[src/rtl/ir_pkg.sv]
// Shared definitions for the instruction-register interface: opcode bytes,
// mnemonic select encoding, issuer state encoding and the operand predicate.
// Used by ir_encoder, ir_opcode_rom and the IR decoder.
package ir_pkg;

  localparam logic [7:0] OPC_LD   = 8'hFF;
  localparam logic [7:0] OPC_ADD  = 8'hFE;
  localparam logic [7:0] OPC_SUB  = 8'hFD;
  localparam logic [7:0] OPC_AND  = 8'hFC;
  localparam logic [7:0] OPC_OR   = 8'hFB;
  localparam logic [7:0] OPC_SHL  = 8'hF9;
  localparam logic [7:0] OPC_XOR  = 8'hF2;
  localparam logic [7:0] OPC_HALT = 8'hF8;

  typedef enum logic [2:0] {
    SEL_LD   = 3'd0,
    SEL_ADD  = 3'd1,
    SEL_SUB  = 3'd2,
    SEL_AND  = 3'd3,
    SEL_OR   = 3'd4,
    SEL_SHL  = 3'd5,
    SEL_XOR  = 3'd6,
    SEL_HALT = 3'd7
  } op_sel_e;

  typedef enum logic [1:0] {
    ST_IDLE = 2'd0,
    ST_OPC  = 2'd1,
    ST_OPND = 2'd2
  } state_e;

  // SHL and HALT are single-byte; every other mnemonic carries an operand.
  function automatic logic has_operand(input op_sel_e op);
    case (op)
      SEL_SHL, SEL_HALT: return 1'b0;
      default:           return 1'b1;
    endcase
  endfunction

endpackage

[src/rtl/ir_opcode_rom.sv]
// Combinational mnemonic-to-opcode map with the operand-taking flag.
module ir_opcode_rom
  import ir_pkg::*;
(
  input  logic [2:0] op_sel,
  output logic [7:0] opcode,
  output logic       has_opnd
);

  op_sel_e sel;

  assign sel = op_sel_e'(op_sel);

  // Look up the opcode byte and operand flag for the selected mnemonic.
  always_comb begin
    opcode   = OPC_LD;
    has_opnd = has_operand(sel);
    case (sel)
      SEL_LD:   opcode = OPC_LD;
      SEL_ADD:  opcode = OPC_ADD;
      SEL_SUB:  opcode = OPC_SUB;
      SEL_AND:  opcode = OPC_AND;
      SEL_OR:   opcode = OPC_OR;
      SEL_SHL:  opcode = OPC_SHL;
      SEL_XOR:  opcode = OPC_XOR;
      SEL_HALT: opcode = OPC_HALT;
      default:  opcode = OPC_LD;
    endcase
  end

endmodule

[src/rtl/ir_encoder.sv]
// Instruction issuer: accepts a mnemonic over REQ/RDY, drives the opcode byte
// with IIR and, when IR_ENC_OPERAND_EN is defined, the operand byte with WRD.
// Without IR_ENC_OPERAND_EN every instruction is single-byte and WRD is 0.
// Strobes and D decode straight from the state register so reset drops them
// immediately; latched opcode/operand are data and carry no reset.
module ir_encoder
  import ir_pkg::*;
#(
  parameter int CNT_W = 8
) (
  input  logic             CLK,
  input  logic             RST,
  input  logic [2:0]       OP_SEL,
  input  logic [7:0]       OPERAND,
  input  logic             REQ,
  output logic             RDY,
  output logic [7:0]       D,
  output logic             IIR,
  output logic             WRD,
  input  logic             DST_RDY,
  output logic             HALTED,
  input  logic             RESUME,
  output logic [CNT_W-1:0] INSTR_CNT
);

  state_e           state_q, state_d;
  logic             halted_q;
  logic [CNT_W-1:0] cnt_q;
  logic [7:0]       opc_p1;
  logic [7:0]       rom_opc;
  logic             rom_hasop;
  logic             xfer;
  logic             last_acc;
  logic             halt_acc;

  ir_opcode_rom u_rom (
    .op_sel   (OP_SEL),
    .opcode   (rom_opc),
    .has_opnd (rom_hasop)
  );

`ifdef IR_ENC_OPERAND_EN
  logic [7:0] opnd_p1;
  logic       hasop_p1;
`else
  logic       unused_opnd;
  assign unused_opnd = ^{OPERAND, rom_hasop};
`endif

  assign xfer     = REQ & RDY;
  assign halt_acc = (state_q == ST_OPC) & DST_RDY & (opc_p1 == OPC_HALT);

  assign RDY       = (state_q == ST_IDLE) & ~halted_q;
  assign IIR       = (state_q == ST_OPC);
`ifdef IR_ENC_OPERAND_EN
  assign WRD       = (state_q == ST_OPND);
  assign D         = IIR ? opc_p1 : (WRD ? opnd_p1 : 8'h00);
`else
  assign WRD       = 1'b0;
  assign D         = IIR ? opc_p1 : 8'h00;
`endif
  assign HALTED    = halted_q;
  assign INSTR_CNT = cnt_q;

  // Next-state decode; last_acc marks acceptance of an instruction's final byte.
  always_comb begin
    state_d  = state_q;
    last_acc = 1'b0;
    case (state_q)
      ST_IDLE: begin
        if (xfer) state_d = ST_OPC;
      end
      ST_OPC: begin
        if (DST_RDY) begin
`ifdef IR_ENC_OPERAND_EN
          if (hasop_p1) begin
            state_d = ST_OPND;
          end else begin
            state_d  = ST_IDLE;
            last_acc = 1'b1;
          end
`else
          state_d  = ST_IDLE;
          last_acc = 1'b1;
`endif
        end
      end
`ifdef IR_ENC_OPERAND_EN
      ST_OPND: begin
        if (DST_RDY) begin
          state_d  = ST_IDLE;
          last_acc = 1'b1;
        end
      end
`endif
      default: state_d = ST_IDLE;
    endcase
  end

  // Control state: FSM, halt flag (HALT acceptance wins over RESUME), counter.
  always_ff @(posedge CLK or posedge RST) begin
    if (RST) begin
      state_q  <= ST_IDLE;
      halted_q <= 1'b0;
      cnt_q    <= '0;
    end else begin
      state_q <= state_d;
      if (halt_acc)    halted_q <= 1'b1;
      else if (RESUME) halted_q <= 1'b0;
      if (last_acc)    cnt_q <= cnt_q + CNT_W'(1);
    end
  end

  // Capture the encoded request at the transfer edge.
  always_ff @(posedge CLK) begin
    if (xfer) begin
      opc_p1   <= rom_opc;
`ifdef IR_ENC_OPERAND_EN
      opnd_p1  <= OPERAND;
      hasop_p1 <= rom_hasop;
`endif
    end
  end

endmodule

[config.mk]
export PLATFORM = sky130hd
export DESIGN_NAME = ir_encoder
export DESIGN_NICKNAME = d
export VERILOG_FILES = /design/src/rtl/ir_pkg.sv /design/src/rtl/ir_opcode_rom.sv /design/src/rtl/ir_encoder.sv
export SDC_FILE = /design/constraint.sdc
export NUM_CORES = 1
export LEC_CHECK = 0
export BUFFER_PORTS_ARGS = -buffer_cell sky130_fd_sc_hd__buf_2
export CAP_MARGIN = 30
export CORE_ASPECT_RATIO = 0.75
export CORE_MARGIN = 2
export CORE_UTILIZATION = 38
export DETAILED_ROUTE_END_ITERATION = 8
export HOLD_SLACK_MARGIN = 0.06
export PLACE_DENSITY_LB_ADDON = 0.3
export SETUP_SLACK_MARGIN = 0.4
export SYNTH_ARGS = -nofsm -noshare
export SYNTH_HDL_FRONTEND = slang
export SYNTH_SLANG_ARGS = --single-unit
[constraint.sdc]
create_clock -name CLK -period 1.1 [get_ports CLK]
set_input_delay 0.165 -clock CLK [delete_from_list [all_inputs] [get_ports CLK]]
set_output_delay 0.165 -clock CLK [all_outputs]
set_load 0.01 [all_outputs]
==> impl_metrics.toml, run 1 <==
[run_status]
status = "complete, but fails checks"
violations = "hold timing, setup timing"

[clock_tree]
cts_made_buffers = 3
cts_root_buf = "clkbuf_4"
clock_path_buffers = 2
cts_sinks = 14
cts.clk_slew.worst_paths_ns = 0.09
cts_tree = "done"
cts_htree_levels = 1
clk_latency_ns = 0.28

[synthesis]
synth_mux_area_share_pct = 4.61
synth_top_family_by_area = "simple AND/OR/NAND/NOR gates"
synth_top_area_share_pct = 36.9
ys_seq_area_share_pct = 54.6
yosysWarnings = 0
syn_inst = 57
synth_area_leader_cell = "dfrtp_1"
yosys.area_share.xor_xnor_pct = 9.04
synthAdderAreaFrac_pct = 1.85
syn_nets = 74
synth_area_per_cell_um2 = 11.9
synth_cell_types = 23
synth-compound-area-share_pct = 2.03
netlist_area_um2 = 678
synth_top_cells_by_area = "dfrtp_1, edfxtp_1, xnor2_1, buf_4, and2_2"
ys_seq_elements = 14
yosys.area_share.simple_pct = 19.6

[worst_setup_path]
critPathLaunchType = "flip-flop"
critPathKind = "flip-flop to output pin"
end_kind = "output pin"
critPathMaxFanout = 7
arrival_ns = 1.05
cp.required_ns = 0.94

[die]
coreArea_um2 = 1710
ioPinCount = 36
dieWidth_um = 52.8
num_rows = 13
die_area_um2 = 2140
die_y_um = 40.6
start_util_pct = 39.7

[route]
ant_nets = 0
wl_per_cell_um = 11.6
drc = 0
drt_wl_total_mm = 1.36
vias = 527
dr.pass1.iters = 4
viasPerCell = 4.50
drt_iter0_drc = 5

[placed_design]
place_congestion = 0.618
pre_cts_ws_ns = 0.00702
place_area_um2 = 827
port_buffers = 26

[layout]
area_delta_synth_final_pct = 60.7
drive_above_1_share_pct = 63.2
fin_nets = 113
diodes = 0
nFillCells = 143
postLayoutCellArea_um2 = 1090

[pwr]
power.total_uw = 2010
leakage_uw = 0.000550
p_per_area_nw_per_um2 = 1840
ir_worst_vdd_mv = 1.32

[sta]
fmax_mhz = 824
fin_tns_setup_ns = -1.32
rsz0062_at_grt = "true"
maxSlewViolCount = 0
fin_crit_sh_pct = 110
finalHoldViolCount = 10
fin_hold_ws_ns = -0.162
layout_min_cycle_time_ns = 1.21
fin_ws_ns = -0.113
setup_violations = 16
skew_ns = 0.00427

[global_route]
grt_max_degree = 11
grt_remaining_overflow = 0
antenna_found_initial = 0
grt_pass1_vias = 453
grt_pass1_wl_mm = 1.99
grtUsageTotal_pct = 14.1

[worst_hold_path]
hp-class = "primary input to asynchronous set/reset pin"

[job]
drv_cap = 0
## flip-flops by register name (all words and copies together) (netlist names)
signal / count
INSTR_CNT: 8
opc_p1: 4
HALTED: 1
state_q: 1
## power breakdown
group	switching, uW	total, uW	internal [uW]	leakage, uW
clock network	165	306	141	0.0000150
registers	116	770	654	0.000164
logic	373	934	561	0.000372
total	654	2010	1360	0.000550
## final timing paths
kind / startpoint / to / slack [ns] / cells past startpoint
setup reg to reg: state_q[0] / INSTR_CNT[1] / -0.10 / 3
min in group CLK: OP_SEL[2] / opc_p1[2] / 0.17 / 2
hold reg to reg: INSTR_CNT[3] / INSTR_CNT[3] / 0.52 / 1
hold / removal: RST / HALTED / -0.16 / 2
max in group asynchronous: RST / state_q[0] / 0.98 / 2
setup / recovery: state_q[0] / D[2] / -0.11 / 2
## kinds of logic (layout without fill, tap and decap cells)
group / after synthesis / in the layout
adder cells (fa/ha/maj): 1 / 1
other: 1 / 1
buffers and inverters: 9 / 47
XOR/XNOR: 7 / 7
AO/OA/AOI/OAI: 2 / 2
multiplexers: 3 / 3
AND/OR/NAND/NOR: 20 / 20
flip-flops: 14 / 14
## synth_stat cells
library cell   n
inv_1          4
and2_1         1
nor3_2         1
edfxtp_1       4
xor2_1         2
nand2_1        6
a21o_2         1
nor4b_1        1
dfrtp_1       10
nand3_2        1
xnor2_1        5
and4_4         1
conb_1         1
mux2_2         1
mux2i_1        2
buf_4          5
nand4_2        1
o21ai_0        1
nand3b_1       1
and3_1         1
and2_2         4
ha_1           1
nor2_1         2
## worst max-delay path: stages, from the launching register on
cell	delay (ns)
dfrtp_2	0.48
and2_4	0.18
buf_6	0.11
## per-stage QoR
stage / utilization, % / cells
after global placement: 48.4 / 102
after CTS: 59.3 / 114
after detailed placement: 48.4 / 102
after floorplan: - / 57
final: 63.8 / 117
after global routing: 63.8 / 117
## what timing repair did
| action | 4_1_cts | 5_1_grt |
|---|---|---|
| pin swaps | 2 | 6 |
| hold endpoints to repair | 11 | 11 |
| resized for setup | 21 | 10 |
| endpoints found under the setup margin | 33 | 33 |
| setup buffers | 8 | 2 |
## final cells by class
type                            instances  area (um^2)  area share (%)
Tap cell                               22         27.5            2.53
Timing Repair Buffer                   39          325            29.9
Multi-Input combinational cell         34          324            29.7
Clock buffer                            4         26.3            2.41
Inverter                                4         15.0            1.38
Sequential cell                        14          372            34.1
## cells in the final DEF, fill, tap and decap left out
cell type	Yosys	layout
ha_2	0	1
xnor2_1	5	3
o21ai_1	0	1
dlygate4sd3_1	0	1
dfrtp_2	0	1
dfrtp_1	10	9
mux2_2	1	1
nand2_2	0	1
nand4_4	0	1
and3_1	1	1
nor4b_4	0	1
and4_4	1	1
xnor2_2	0	2
a21o_2	1	1
xor2_1	2	2
nand3_4	0	1
conb_1	1	1
clkbuf_4	0	3
inv_1	4	4
nand2_1	6	5
mux2i_1	2	2
nor2_4	0	1
nor2_2	0	1
buf_2	0	15
buf_6	0	18
edfxtp_1	4	4
nor3_2	1	1
and2_4	0	5
buf_4	5	5
clkbuf_1	0	1
nand3b_1	1	1
## routing by layer
| layer | vias to the layer above | share of wire [%] | global-route usage, % |
|---|---|---|---|
| met2 | 20 | 52 | 22.5 |
| met1 | 250 | 42 | 17.1 |
| met3 | 2 | 5.1 | 3.73 |
| li1 | 255 | - | - |
| met5 | - | 0 | 0 |
| met4 | 0 | 1.4 | 9.62 |
Power figures use the tool's default switching activity.
==> inputs of run 2 (changes only) <==
CORE_ASPECT_RATIO = not set   (was 0.75)
CORE_UTILIZATION = 25   (was 38)
SYNTH_HIERARCHICAL = 1   (was not set)
==> run 2 against run 1 <==
  * The flow still finishes with violations (hold timing, setup timing)
  * First-iteration DRC count grew to 5.2 times the previous value
  * Global-route usage shrank 2.5 points
  * Maximum frequency shrank 6.7%
  * Sequential cell count grew 4
  * Synthesized cell count grew 25%
  * Worst hold slack lost 0.0085 ns
  * Via count grew 23%
  * Die area grew 77%
  * Cell count grew 38%
  * Combinational power grew 25%
  * Clock-buffer cell count is the same
  * Worst setup slack lost 0.087 ns
  * Critical path type unchanged
==> impl_metrics.toml, run 2 <==
[layout]
area_delta_synth_final_pct = 70.9
drive_above_1_share_pct = 64.4
diodes = 0
mostFrequentLayoutCells = "buf_6, buf_2, and2_4, buf_4, edfxtp_1"
postLayoutCellArea_um2 = 1420
fin_nets = 136
finalNonFillerCells = 162
final_common_cell = "buf_6"

[sta]
fin_ws_ns = -0.200
layout_min_cycle_time_ns = 1.30
rsz0062_at_grt = "true"
fmax_mhz = 769
skew_ns = 0.00241
maxSlewViolCount = 0
fin_hold_ws_ns = -0.171
setup_violations = 27
fin_crit_sh_pct = 118
finalHoldViolCount = 10

[die]
coreArea_um2 = 3100
die_y_um = 61.6
start_util_pct = 26.8
dieWidth_um = 61.6
ioPinCount = 36
num_rows = 20
die_area_um2 = 3800

[synthesis]
synth_area_per_cell_um2 = 11.7
yosysWarnings = 6
netlist_area_um2 = 831
syn_inst = 71

[route]
drt_iter0_drc = 26
ant_nets = 0
dr.pass1.iters = 3
vias = 650
drt_wl_total_mm = 1.94
drc = 0
wl_per_cell_um = 11.9
viasPerCell = 4.01

[clock_tree]
cts.clk_slew.worst_paths_ns = 0.11
cts_root_buf = "clkbuf_4"
cts_tree = "done"
clk_latency_ns = 0.29
cts_sinks = 18
cts_made_buffers = 3
clock_path_buffers = 2
cts_htree_levels = 1

[run_status]
status = "complete, but fails checks"
violations = "hold timing, setup timing"

[pwr]
ir_worst_vdd_mv = 0.670
leakage_uw = 0.000702
p_per_area_nw_per_um2 = 1760

[worst_setup_path]
cp.required_ns = 0.94
arrival_ns = 1.13
critPathMaxFanout = 7
reg2regPathDepth = 4
critPathKind = "flip-flop to output pin"
critPathLaunchType = "flip-flop"
end_kind = "output pin"

[placed_design]
place_area_um2 = 1050
hpwl_mm = 1.17
dp_cells = 141
place_congestion = 0.747
port_buffers = 26

[global_route]
grtUsageTotal_pct = 11.6
grt_remaining_overflow = 0
grt_pass1_wl_mm = 3.14
antenna_found_initial = 0
grt_max_degree = 11
grt_pass1_vias = 701

[job]
drv_cap = 0

[worst_hold_path]
hp-class = "primary input to asynchronous set/reset pin"
==> run 2: final timing paths <==
path                               from           end  slack (ns)
min                                 RST    state_q[0]       -0.17
max in group asynchronous           RST  INSTR_CNT[0]        0.97
min in group CLK                 RESUME        HALTED        0.07
min reg2reg                INSTR_CNT[5]  INSTR_CNT[5]        0.50
max                          state_q[0]          D[4]       -0.20
max reg2reg                  state_q[0]     opc_p1[5]       -0.13
==> run 2: stage by stage <==
step / TNS, ns / worst slack, ns / utilization, % / hold WS (ns) / power, uW
floorplan: 0 / 0.0178 / - / 0.00498 / 1320
global placement: 0 / 0.0156 / 33.8 / 0.155 / 1540
detailed placement: 0 / 0.0100 / 33.8 / 0.164 / 1560
CTS: -2.51 / -0.212 / 42.3 / -0.164 / 2340
global route: -4.63 / -0.246 / 45.8 / -0.141 / 2680
finish: -3.35 / -0.200 / 45.8 / -0.171 / 2500
==> run 2: worst max-delay path, cell delays in order (launching register included) <==
cell,delay [ns]
dfrtp_2,0.45
buf_6,0.14
and2_4,0.13
buf_6,0.11
==> run 2: metal layers <==
layer | wire [um] | part of all wire, % | global-route usage, %
met5 | 0 | 0 | 0
met3 | 137 | 7.1 | 5.25
met2 | 976 | 50 | 19.1
met1 | 821 | 42 | 14.0
met4 | 0 | 0 | 2.74
==> run 2: report_power, final <==
part / internal, uW / total [uW] / switching, uW
clock network: 141 / 352 / 211
logic: 683 / 1170 / 483
registers: 839 / 978 / 139
total: 1660 / 2500 / 833
==> run 2: area by class of cell <==
type / count / area (um^2)
fillers: 305 / 1680
flip-flops and latches: 18 / 495
multi-input cells: 47 / 440
repair buffers: 45 / 388
well taps: 44 / 55.1
clock buffers: 4 / 26.3
inverters: 4 / 15.0
==> run 2: repair_timing <==
action | in CTS | in global routing
gates resized for setup | 31 | 14
gates cloned | 1 | 0
endpoints found under the hold margin | 11 | 11
setup buffers | 11 | 5
pin swaps | 12 | 5
endpoints found under the setup margin | 37 | 37
==> inputs of run 3 (changes only) <==
BUFFER_PORTS_ARGS = -buffer_cell sky130_fd_sc_hd__buf_4   (was -buffer_cell sky130_fd_sc_hd__buf_2)
==> run 3 against run 2 <==
  * The run still ends with hold timing, setup timing left
  * Global-route usage is 0.17 points lower
  * Die area stayed put
  * Clock-buffer cell count stayed put
  * Critical path depth did not move
  * Sequential share of layout area fell by 1.0 points
  * Maximum frequency fell by 2.2%
  * First-iteration DRC count shrank 54%
  * Non-clock buffer count increased by 2
  * Total power up 1.7%
  * Design area grew 2.8%
  * Core utilization up 1.3 points
  * Largest cell class unchanged
==> impl_metrics.toml, run 3 (synthesis gave the netlist of run 2 again) <==
[sta]
fin_crit_sh_pct = 121
setup_violations = 26
skew_ns = 0.00782
maxSlewViolCount = 0
layout_min_cycle_time_ns = 1.33
fin_hold_ws_ns = -0.169
finalHoldViolCount = 10
fin_ws_ns = -0.229
rsz0062_at_grt = "true"
fmax_mhz = 752

[layout]
drive_above_1_share_pct = 63.3
postLayoutCellArea_um2 = 1460
fin_nets = 138
mostFrequentLayoutCells = "buf_6, buf_4, and2_4"
area_delta_synth_final_pct = 75.8
final_common_cell = "buf_6"
diodes = 0
finalNonFillerCells = 164

[pwr]
leakage_uw = 0.000708
p_clk_share_pct = 16.0
ir_worst_vdd_mv = 0.691
combinationalPowerShare_pct = 46.8
p_per_area_nw_per_um2 = 1740
pwr-share-seq_pct = 37.3
switchingPower_uw = 788
internal-power_uw = 1750
p_sw_share_pct = 31.0

[route]
ant_nets = 0
drc = 0
drt_iter0_drc = 12
wl_met3_um = 117
viasPerCell = 4.02
wl_per_cell_um = 11.2
dr.pass1.iters = 2
wl_met2_um = 966
drt_wl_total_mm = 1.83
vias = 659
top_layer_used = "met4"
met1Wirelength_um = 733

[placed_design]
place_congestion = 0.792
hpwl_mm = 1.21
dp_cells = 144
port_buffers = 26
place_area_um2 = 1140

[worst_setup_path]
critPathMaxFanout = 6
reg2regPathDepth = 5
cp-startpoint = "state_q[0]"
critPathLaunchType = "flip-flop"
critPathKind = "flip-flop to output pin"
end_kind = "output pin"
timing.rr.start = "state_q[0]"
cp.required_ns = 0.94
arrival_ns = 1.16

[job]
drv_cap = 0

[clock_tree]
clk_latency_ns = 0.30
cts_sinks = 18
cts_tree = "done"
cts_made_buffers = 3
clock_path_buffers = 2
cts_htree_levels = 1
cts.clk_slew.worst_paths_ns = 0.10
cts_root_buf = "clkbuf_4"

[die]
start_util_pct = 26.8
die_y_um = 61.6
num_rows = 20
coreArea_um2 = 3100
die_area_um2 = 3800
dieWidth_um = 61.6
ioPinCount = 36

[run_status]
violations = "hold timing, setup timing"
status = "complete, but fails checks"

[global_route]
grtUsageTotal_pct = 11.5
grt_pass1_wl_mm = 3.11
grt_max_degree = 11
grt_pass1_vias = 700
grt_remaining_overflow = 0
antenna_found_initial = 0

[worst_hold_path]
hp-class = "primary input to asynchronous set/reset pin"
-- run 3: cell count changes in the layout (fill, tap and decap cells not counted), sizes merged --
cell,delta
buf,+2
-- run 3: repair_timing --
| item | CTS | global route |
|---|---|---|
| setup buffers | 12 | 3 |
| cloned | 1 | 0 |
| pin swaps | 5 | 3 |
| endpoints found under the setup margin | 37 | 37 |
| resized for setup | 38 | 6 |
| endpoints found under the hold margin | 11 | 11 |
-- run 3: layout make-up --
cell class / count / area [um^2]
flip-flops and latches: 18 / 494
multi-input cells: 47 / 402
fillers: 308 / 1640
repair buffers: 47 / 458
clock buffers: 4 / 36.3
well taps: 44 / 55.1
inverters: 4 / 15.0
-- run 3: per-stage QoR --
stage | util [%] | setup TNS (ns) | setup WS [ns] | power (uW)
after floorplan | - | 0 | 0.0178 | 1320
after global placement | 36.6 | -0.00930 | -0.00125 | 1680
after detailed placement | 36.6 | -0.0453 | -0.0101 | 1690
after CTS | 45.4 | -3.46 | -0.249 | 2490
after global routing | 47.1 | -5.16 | -0.296 | 2720
final | 47.1 | -3.34 | -0.229 | 2540
-- run 3: final timing paths --
check / endpoint / slack, ns
hold / removal: INSTR_CNT[7] / -0.17
max in group asynchronous: INSTR_CNT[0] / 0.97
min in group CLK: HALTED / 0.04
setup reg to reg: INSTR_CNT[7] / -0.17
setup / recovery: D[2] / -0.23
hold reg to reg: HALTED / 0.57
-- run 3: power groups by stage --
stage | Sequential (uW) | Combinational [uW] | Clock (uW)
5_1_grt | 967 | 1290 | 466
6_report | 947 | 1190 | 405
3_5_place_dp | 959 | 736 | 0
3_3_place_gp | 952 | 727 | 0
2_1_floorplan | 1020 | 302 | 0
4_1_cts | 950 | 1120 | 422
-- run 3: worst max-delay path, stage by stage (launching register included) --
cell	delay (ns)
dfrtp_2	0.47
buf_6	0.15
and2_4	0.13
buf_6	0.11
-- run 3: metal layers --
metal,vias up,track usage [%]
met2,21,19.8
li1,323,-
met3,2,3.99
met4,0,3.65
met1,313,13.2
met5,-,0
